--- config.mk ---
export PLATFORM = sky130hd
export DESIGN_NAME = mem_arbiter
export DESIGN_NICKNAME = d
export VERILOG_FILES = /design/src/rtl/mem_pkg.sv /design/src/rtl/mem_rr_pick.sv /design/src/rtl/mem_arbiter.sv
export SDC_FILE = /design/constraint.sdc
export NUM_CORES = 1
export LEC_CHECK = 0
export BUFFER_PORTS_ARGS = -buffer_cell sky130_fd_sc_hd__buf_2
export CAP_MARGIN = 20
export CORE_ASPECT_RATIO = 1.25
export CORE_UTILIZATION = 25
export DETAILED_ROUTE_END_ITERATION = 10
export PLACE_DENSITY_LB_ADDON = 0.25
export SLEW_MARGIN = 20
export SYNTH_ARGS = -nofsm -noshare
export SYNTH_HDL_FRONTEND = slang
export SYNTH_SLANG_ARGS = --single-unit
--- constraint.sdc ---
create_clock -name clk -period 1.7 [get_ports clk]
set_input_delay 0.17 -clock clk [delete_from_list [all_inputs] [get_ports clk]]
set_output_delay 0.17 -clock clk [all_outputs]
set_load 0.1 [all_outputs]
--- src/rtl/mem_pkg.sv ---
`default_nettype none
// ============================================================================
// Module      : mem_pkg
// Description : Shared memory-subsystem definitions.
//               - Access width encodings used by the memory model, the mem
//                 stage and the arbiter.
//               - Arbiter state enum.
//               - Index wrap helper.
// Revision    : 1.0 - initial release
// ============================================================================
package mem_pkg;

   // Access width encodings carried on *_width fields
   localparam logic [1:0] MEM_B = 2'd0;
   localparam logic [1:0] MEM_H = 2'd1;
   localparam logic [1:0] MEM_W = 2'd2;

   typedef enum logic [1:0] {
      ARB_IDLE = 2'd0,
      ARB_BUSY = 2'd1,
      ARB_RESP = 2'd2
   } arb_state_t;

   // (base + ofs) mod n, assuming base < n and ofs < n. A single conditional
   // subtract keeps the circular search cheap for non-power-of-two n.
   function automatic int wrap_add(input int base, input int ofs, input int n);
      return ((base + ofs) >= n) ? (base + ofs - n) : (base + ofs);
   endfunction

endpackage
`default_nettype wire

--- src/rtl/mem_rr_pick.sv ---
`default_nettype none
// ============================================================================
// Module      : mem_rr_pick
// Description : Combinational winner selection for the memory arbiter.
//               - RR=1: first set request at or after ptr, with wrap.
//               - RR=0: lowest set request index.
// Ports       : req   in  NCH          - request vector
//               ptr   in  $clog2(NCH)  - round-robin start index
//               grant out $clog2(NCH)  - winning index (0 when none)
//               any   out 1            - at least one request present
// Revision    : 1.0 - initial release
// ============================================================================
module mem_rr_pick
   import mem_pkg::*;
#(
   parameter int NCH = 2,
   parameter bit RR  = 1'b1
) (
   input  logic [NCH-1:0]         req,
   input  logic [$clog2(NCH)-1:0] ptr,
   output logic [$clog2(NCH)-1:0] grant,
   output logic                   any
);

   localparam int c_PW = $clog2(NCH);

   logic [c_PW-1:0] w_base;
   logic [c_PW-1:0] w_idx;

   // Fixed priority is round-robin anchored permanently at index 0.
   assign w_base = RR ? ptr : '0;
   assign any    = |req;

   // Scan offsets from farthest to nearest so the nearest set request
   // from the base is the last assignment and therefore wins.
   always_comb begin
      grant = '0;
      w_idx = '0;
      for (int k = NCH - 1; k >= 0; k--) begin
         w_idx = c_PW'(wrap_add(int'(w_base), k, NCH));
         if (req[w_idx]) begin
            grant = w_idx;
         end
      end
   end

endmodule
`default_nettype wire

--- src/rtl/mem_arbiter.sv ---
`default_nettype none
// ============================================================================
// Module      : mem_arbiter
// Description : N-channel request/acknowledge arbiter in front of a single
//               backing memory port.
//               - Fixed or round-robin priority.
//               - Registered responses.
//               - Optional downstream timeout that completes the access
//                 with an error instead of hanging.
// Ports       : clk, reset_n            - clock, async active-low reset
//               ch_req/addr/write/...   - packed upstream requests
//               ch_ack/err/rdata        - registered one-hot completion
//               dn_req/addr/write/...   - registered downstream request
//               dn_ack/rdata            - downstream completion
// Revision    : 1.0 - initial release
// ============================================================================
module mem_arbiter
   import mem_pkg::*;
#(
   parameter int NCH     = 2,
   parameter int AW      = 32,
   parameter int DW      = 32,
   parameter int RR      = 1,
   parameter int TIMEOUT = 0
) (
   input  logic              clk,
   input  logic              reset_n,
   input  logic [NCH-1:0]    ch_req,
   input  logic [NCH*AW-1:0] ch_addr,
   input  logic [NCH-1:0]    ch_write,
   input  logic [NCH*DW-1:0] ch_wdata,
   input  logic [NCH-1:0]    ch_extend,
   input  logic [NCH*2-1:0]  ch_width,
   output logic [NCH-1:0]    ch_ack,
   output logic              ch_err,
   output logic [DW-1:0]     ch_rdata,
   output logic              dn_req,
   output logic [AW-1:0]     dn_addr,
   output logic              dn_write,
   output logic [DW-1:0]     dn_wdata,
   output logic              dn_extend,
   output logic [1:0]        dn_width,
   input  logic              dn_ack,
   input  logic [DW-1:0]     dn_rdata
);

   localparam int            c_PW      = $clog2(NCH);
   localparam int            c_CW      = (TIMEOUT < 2) ? 1 : $clog2(TIMEOUT);
   localparam bit            c_TO_EN   = (TIMEOUT != 0);
   localparam logic [c_CW-1:0] c_TO_LAST = c_CW'((TIMEOUT == 0) ? 0 : TIMEOUT - 1);

   arb_state_t       r_state;
   arb_state_t       w_next_state;

   logic [c_PW-1:0]  r_ptr;
   logic [c_PW-1:0]  r_gnt;
   logic [c_CW-1:0]  r_cnt;
   logic [NCH-1:0]   r_ack;
   logic             r_err;
   logic [DW-1:0]    r_rdata;
   logic             r_dn_req;
   logic [AW-1:0]    r_dn_addr;
   logic             r_dn_write;
   logic [DW-1:0]    r_dn_wdata;
   logic             r_dn_extend;
   logic [1:0]       r_dn_width;

   logic [c_PW-1:0]  w_grant;
   logic             w_any;
   logic             w_timeout;
   logic [AW-1:0]    w_sel_addr;
   logic             w_sel_write;
   logic [DW-1:0]    w_sel_wdata;
   logic             w_sel_extend;
   logic [1:0]       w_sel_width;

   mem_rr_pick #(
      .NCH (NCH),
      .RR  (RR != 0)
   ) u_pick (
      .req   (ch_req),
      .ptr   (r_ptr),
      .grant (w_grant),
      .any   (w_any)
   );

   // Timeout fires in the TIMEOUT-th BUSY cycle; dn_ack takes precedence.
   assign w_timeout = c_TO_EN && (r_cnt == c_TO_LAST);

   // Field mux for the winning channel
   always_comb begin
      w_sel_addr   = '0;
      w_sel_write  = 1'b0;
      w_sel_wdata  = '0;
      w_sel_extend = 1'b0;
      w_sel_width  = MEM_B;
      for (int i = 0; i < NCH; i++) begin
         if (w_grant == c_PW'(i)) begin
            w_sel_addr   = ch_addr[i*AW +: AW];
            w_sel_write  = ch_write[i];
            w_sel_wdata  = ch_wdata[i*DW +: DW];
            w_sel_extend = ch_extend[i];
            w_sel_width  = ch_width[i*2 +: 2];
         end
      end
   end

   always_ff @(posedge clk or negedge reset_n) begin
      if (!reset_n) begin
         r_state <= ARB_IDLE;
      end else begin
         r_state <= w_next_state;
      end
   end

   always_comb begin
      w_next_state = r_state;
      case (r_state)
         ARB_IDLE: if (w_any) w_next_state = ARB_BUSY;
         ARB_BUSY: if (dn_ack || w_timeout) w_next_state = ARB_RESP;
         ARB_RESP: w_next_state = ARB_IDLE;
         default:  w_next_state = ARB_IDLE;
      endcase
   end

   always_ff @(posedge clk or negedge reset_n) begin
      if (!reset_n) begin
         r_ptr       <= '0;
         r_gnt       <= '0;
         r_cnt       <= '0;
         r_ack       <= '0;
         r_err       <= 1'b0;
         r_rdata     <= '0;
         r_dn_req    <= 1'b0;
         r_dn_addr   <= '0;
         r_dn_write  <= 1'b0;
         r_dn_wdata  <= '0;
         r_dn_extend <= 1'b0;
         r_dn_width  <= '0;
      end else begin
         // ch_ack is a single-cycle pulse; only the completing BUSY edge sets it.
         r_ack <= '0;
         case (r_state)
            ARB_IDLE: begin
               if (w_any) begin
                  r_gnt       <= w_grant;
                  r_ptr       <= (w_grant == c_PW'(NCH - 1)) ? '0 : c_PW'(w_grant + 1'b1);
                  r_cnt       <= '0;
                  r_dn_req    <= 1'b1;
                  r_dn_addr   <= w_sel_addr;
                  r_dn_write  <= w_sel_write;
                  r_dn_wdata  <= w_sel_wdata;
                  r_dn_extend <= w_sel_extend;
                  r_dn_width  <= w_sel_width;
               end
            end
            ARB_BUSY: begin
               if (r_cnt != '1) begin
                  r_cnt <= r_cnt + 1'b1;
               end
               if (dn_ack) begin
                  r_rdata  <= dn_rdata;
                  r_err    <= 1'b0;
                  r_dn_req <= 1'b0;
                  r_ack    <= NCH'(1) << r_gnt;
               end else if (w_timeout) begin
                  r_rdata  <= '0;
                  r_err    <= 1'b1;
                  r_dn_req <= 1'b0;
                  r_ack    <= NCH'(1) << r_gnt;
               end
            end
            default: ;
         endcase
      end
   end

   assign ch_ack    = r_ack;
   assign ch_err    = r_err;
   assign ch_rdata  = r_rdata;
   assign dn_req    = r_dn_req;
   assign dn_addr   = r_dn_addr;
   assign dn_write  = r_dn_write;
   assign dn_wdata  = r_dn_wdata;
   assign dn_extend = r_dn_extend;
   assign dn_width  = r_dn_width;

endmodule
`default_nettype wire
==> flow_summary.toml <==
[run_status]
status = "finished, final reports clean"

[global_route]
grt.total_usage_pct = 14.7
grt_max_degree = 108
grt-ovfl-total = 0
grt_pass1_wl_mm = 21.2
grt_pass1_vias = 4157
antenna_found_initial = 0

[placed_design]
place_congestion = 0.735
place_ws_ns = 0.127
place_hpwl_mm = 9.52
io_buffers = 275

[setup_path]
crit_required_ns = 1.92
cp_slowest_stage_delay_ns = 0.40
crit_buf_inv = 1
r2r_slack_ns = 0.14
cp_max_fo = 35
critPathTopFamily = "compound AO/OA/AOI/OAI gates"
cp.arrival_ns = 1.79
critPathKind = "register to register"
cp_cell_sequence = "or2_2, buf_12, o21a_1, a221o_1"
critPathLaunchType = "register"
cpMaxStageDelayCell = "dfrtp_1"
cp-end-kind = "register"

[finish]
area_growth_syn_to_layout_pct = 43.7
diodes = 0
nets = 763
drive_gt1_share_pct = 56.3

[synth]
syn_inst = 329
ys_warn_count = 0
syn_nets = 502
synth.distinct_cells = 20
syn_avg_cell_area_um2 = 13.7
ys_seq_elements = 107
netlist_area_um2 = 4520
yosysSeqAreaShare_pct = 59.3

[sta]
tns_ns = 0
slew_headroom_pct = 53.0
period_needed_ns = 1.56
tightest_slew_ns = 0.703
drv_slew = 0
finalHoldViolCount = 0
setup_ws_ns = 0.135
post-route-period-util_pct = 92.0
grt_setup_unrepaired = "false"
finalSetupViolCount = 0
finalClockSkew_ns = 0.00902
max_freq_ghz = 0.639
hold_slack_ns = 0.0407

[clock_network]
cts.sinks = 107
htreeDepth = 3
cts_tree = "yes"
numCtsBuffers = 9
clockRootBuffer = "clkbuf_16"
worstSkewPairLatency_ns = 0.35
cts_setup_buffers = 0
clk_pin_slew_ns = 0.08
clockBufferDepth = 2

[die]
die_w_um = 122
ios = 277
dieArea_um2 = 18600
rows = 54
die_h_um = 152
core_area_um2 = 17600
start_util_pct = 25.7

[route]
route.detailed.drc = 0
wire_per_inst_um = 16.4
wl_mm = 13.4
vias_per_cell = 4.77
vias = 3904
first_iter_violations = 148
dr.pass1.iters = 4
antenna_left = 0

[worst_hold_path]
hold_class = "input pin to register"

[run]
cap_violations = 0
-- path summary, 6_finish.rpt --
path,from,to,depth (start not counted)
max in group asynchronous,reset_n,dn_addr[31],3
setup / recovery,r_state[0],dn_addr[23],4
hold reg to reg,r_gnt,ch_ack[0],1
min in group asynchronous,reset_n,ch_rdata[18],3
setup reg to reg,r_state[0],dn_addr[23],4
hold / removal,ch_wdata[34],dn_wdata[2],2
-- layer usage --
layer  track usage [%]  up-vias  part of all wire (%)  wire length [um]
met5                 0        -                     0                 0
met4              7.08        0                   2.4               318
met3              3.44       19                   7.3               979
met2              25.4      174                    51              6780
met1              16.7     1912                    40              5340
li1                  -     1799                     -                 -
-- worst register-to-register path: stages, from the launching register on --
cell and delay, ns:
dfrtp_1 0.40, or2_2 0.36, buf_12 0.19, o21a_1 0.22, a221o_1 0.27
-- layout by cell type, fill, tap and decap left out, types with 2 or more instances in the layout --
cell / n
o21a_1: 68
a221o_1: 68
clkbuf_16: 9
bufinv_16: 2
mux2_2: 32
and3_2: 2
o21ai_0: 2
a21o_1: 2
buf_4: 3
buf_12: 7
buf_2: 274
dfrtp_1: 107
nand2b_1: 2
inv_1: 2
nor2_1: 2
-- registers in the layout (all words and copies together) (netlist names) --
signal / flops
dn_extend: 1
dn_wdata: 32
ch_rdata: 32
dn_width: 2
dn_addr: 32
r_ptr: 1
r_gnt: 1
dn_req: 1
ch_ack: 2
dn_write: 1
r_state: 2
-- cell families (layout without fill, tap and decap cells) --
| family | after synthesis | count (layout) | share of synthesized area, % |
|---|---|---|---|
| AOI/OAI and AO/OA | 141 | 141 | 27.0 |
| muxes | 32 | 32 | 7.98 |
| and+or+nand+nor | 11 | 11 | 1.33 |
| buffers and inverters | 37 | 303 | 4.29 |
| DFF | 107 | 107 | 59.3 |
| other | 1 | 1 | 0.0830 |
-- synthesized netlist by cell type, drive strengths merged --
| cell | n | area [um2] |
|---|---|---|
| dfrtp | 107 | 2680 |
| clkbuf | 18 | 67.6 |
| mux2 | 32 | 360 |
| nand3b | 1 | 7.51 |
| buf | 17 | 119 |
| o21a | 68 | 510 |
| or2 | 1 | 6.26 |
| conb | 1 | 3.75 |
| inv | 2 | 7.51 |
| nand2 | 1 | 3.75 |
| o21ai | 2 | 10.0 |
| and3 | 2 | 12.5 |
| a221o | 68 | 681 |
| a21o | 2 | 15.0 |
| nor2 | 3 | 11.3 |
| a21oi | 1 | 5.00 |
| nand2b | 2 | 12.5 |
| and2 | 1 | 6.26 |
-- area by class of cell --
| type | instances | area (um2) |
|---|---|---|
| Sequential cell | 107 | 2680 |
| Timing Repair Buffer | 285 | 1540 |
| Clock inverter | 6 | 96.3 |
| Fill cell | 1790 | 11100 |
| Inverter | 2 | 7.51 |
| Tap cell | 224 | 280 |
| Multi-Input combinational cell | 185 | 1660 |
| Clock buffer | 10 | 229 |
-- per-stage QoR --
stage / instances / utilization [%] / instance area [um2]
CTS: 819 / 36.9 / 6490
finish: 819 / 36.9 / 6490
global route: 819 / 36.9 / 6490
floorplan: 329 / - / 4520
global placement: 802 / 35.0 / 6150
detailed placement: 802 / 35.0 / 6150
-- timing repair --
action | CTS | global route
endpoints found under the hold margin | 107 | 0
gates resized for setup | 0 | 0
hold buffers | 1 | 0
Power is left out: the tool's default activity adds up to more than one toggle a clock period on the data nets, which glitch-free logic cannot reach.
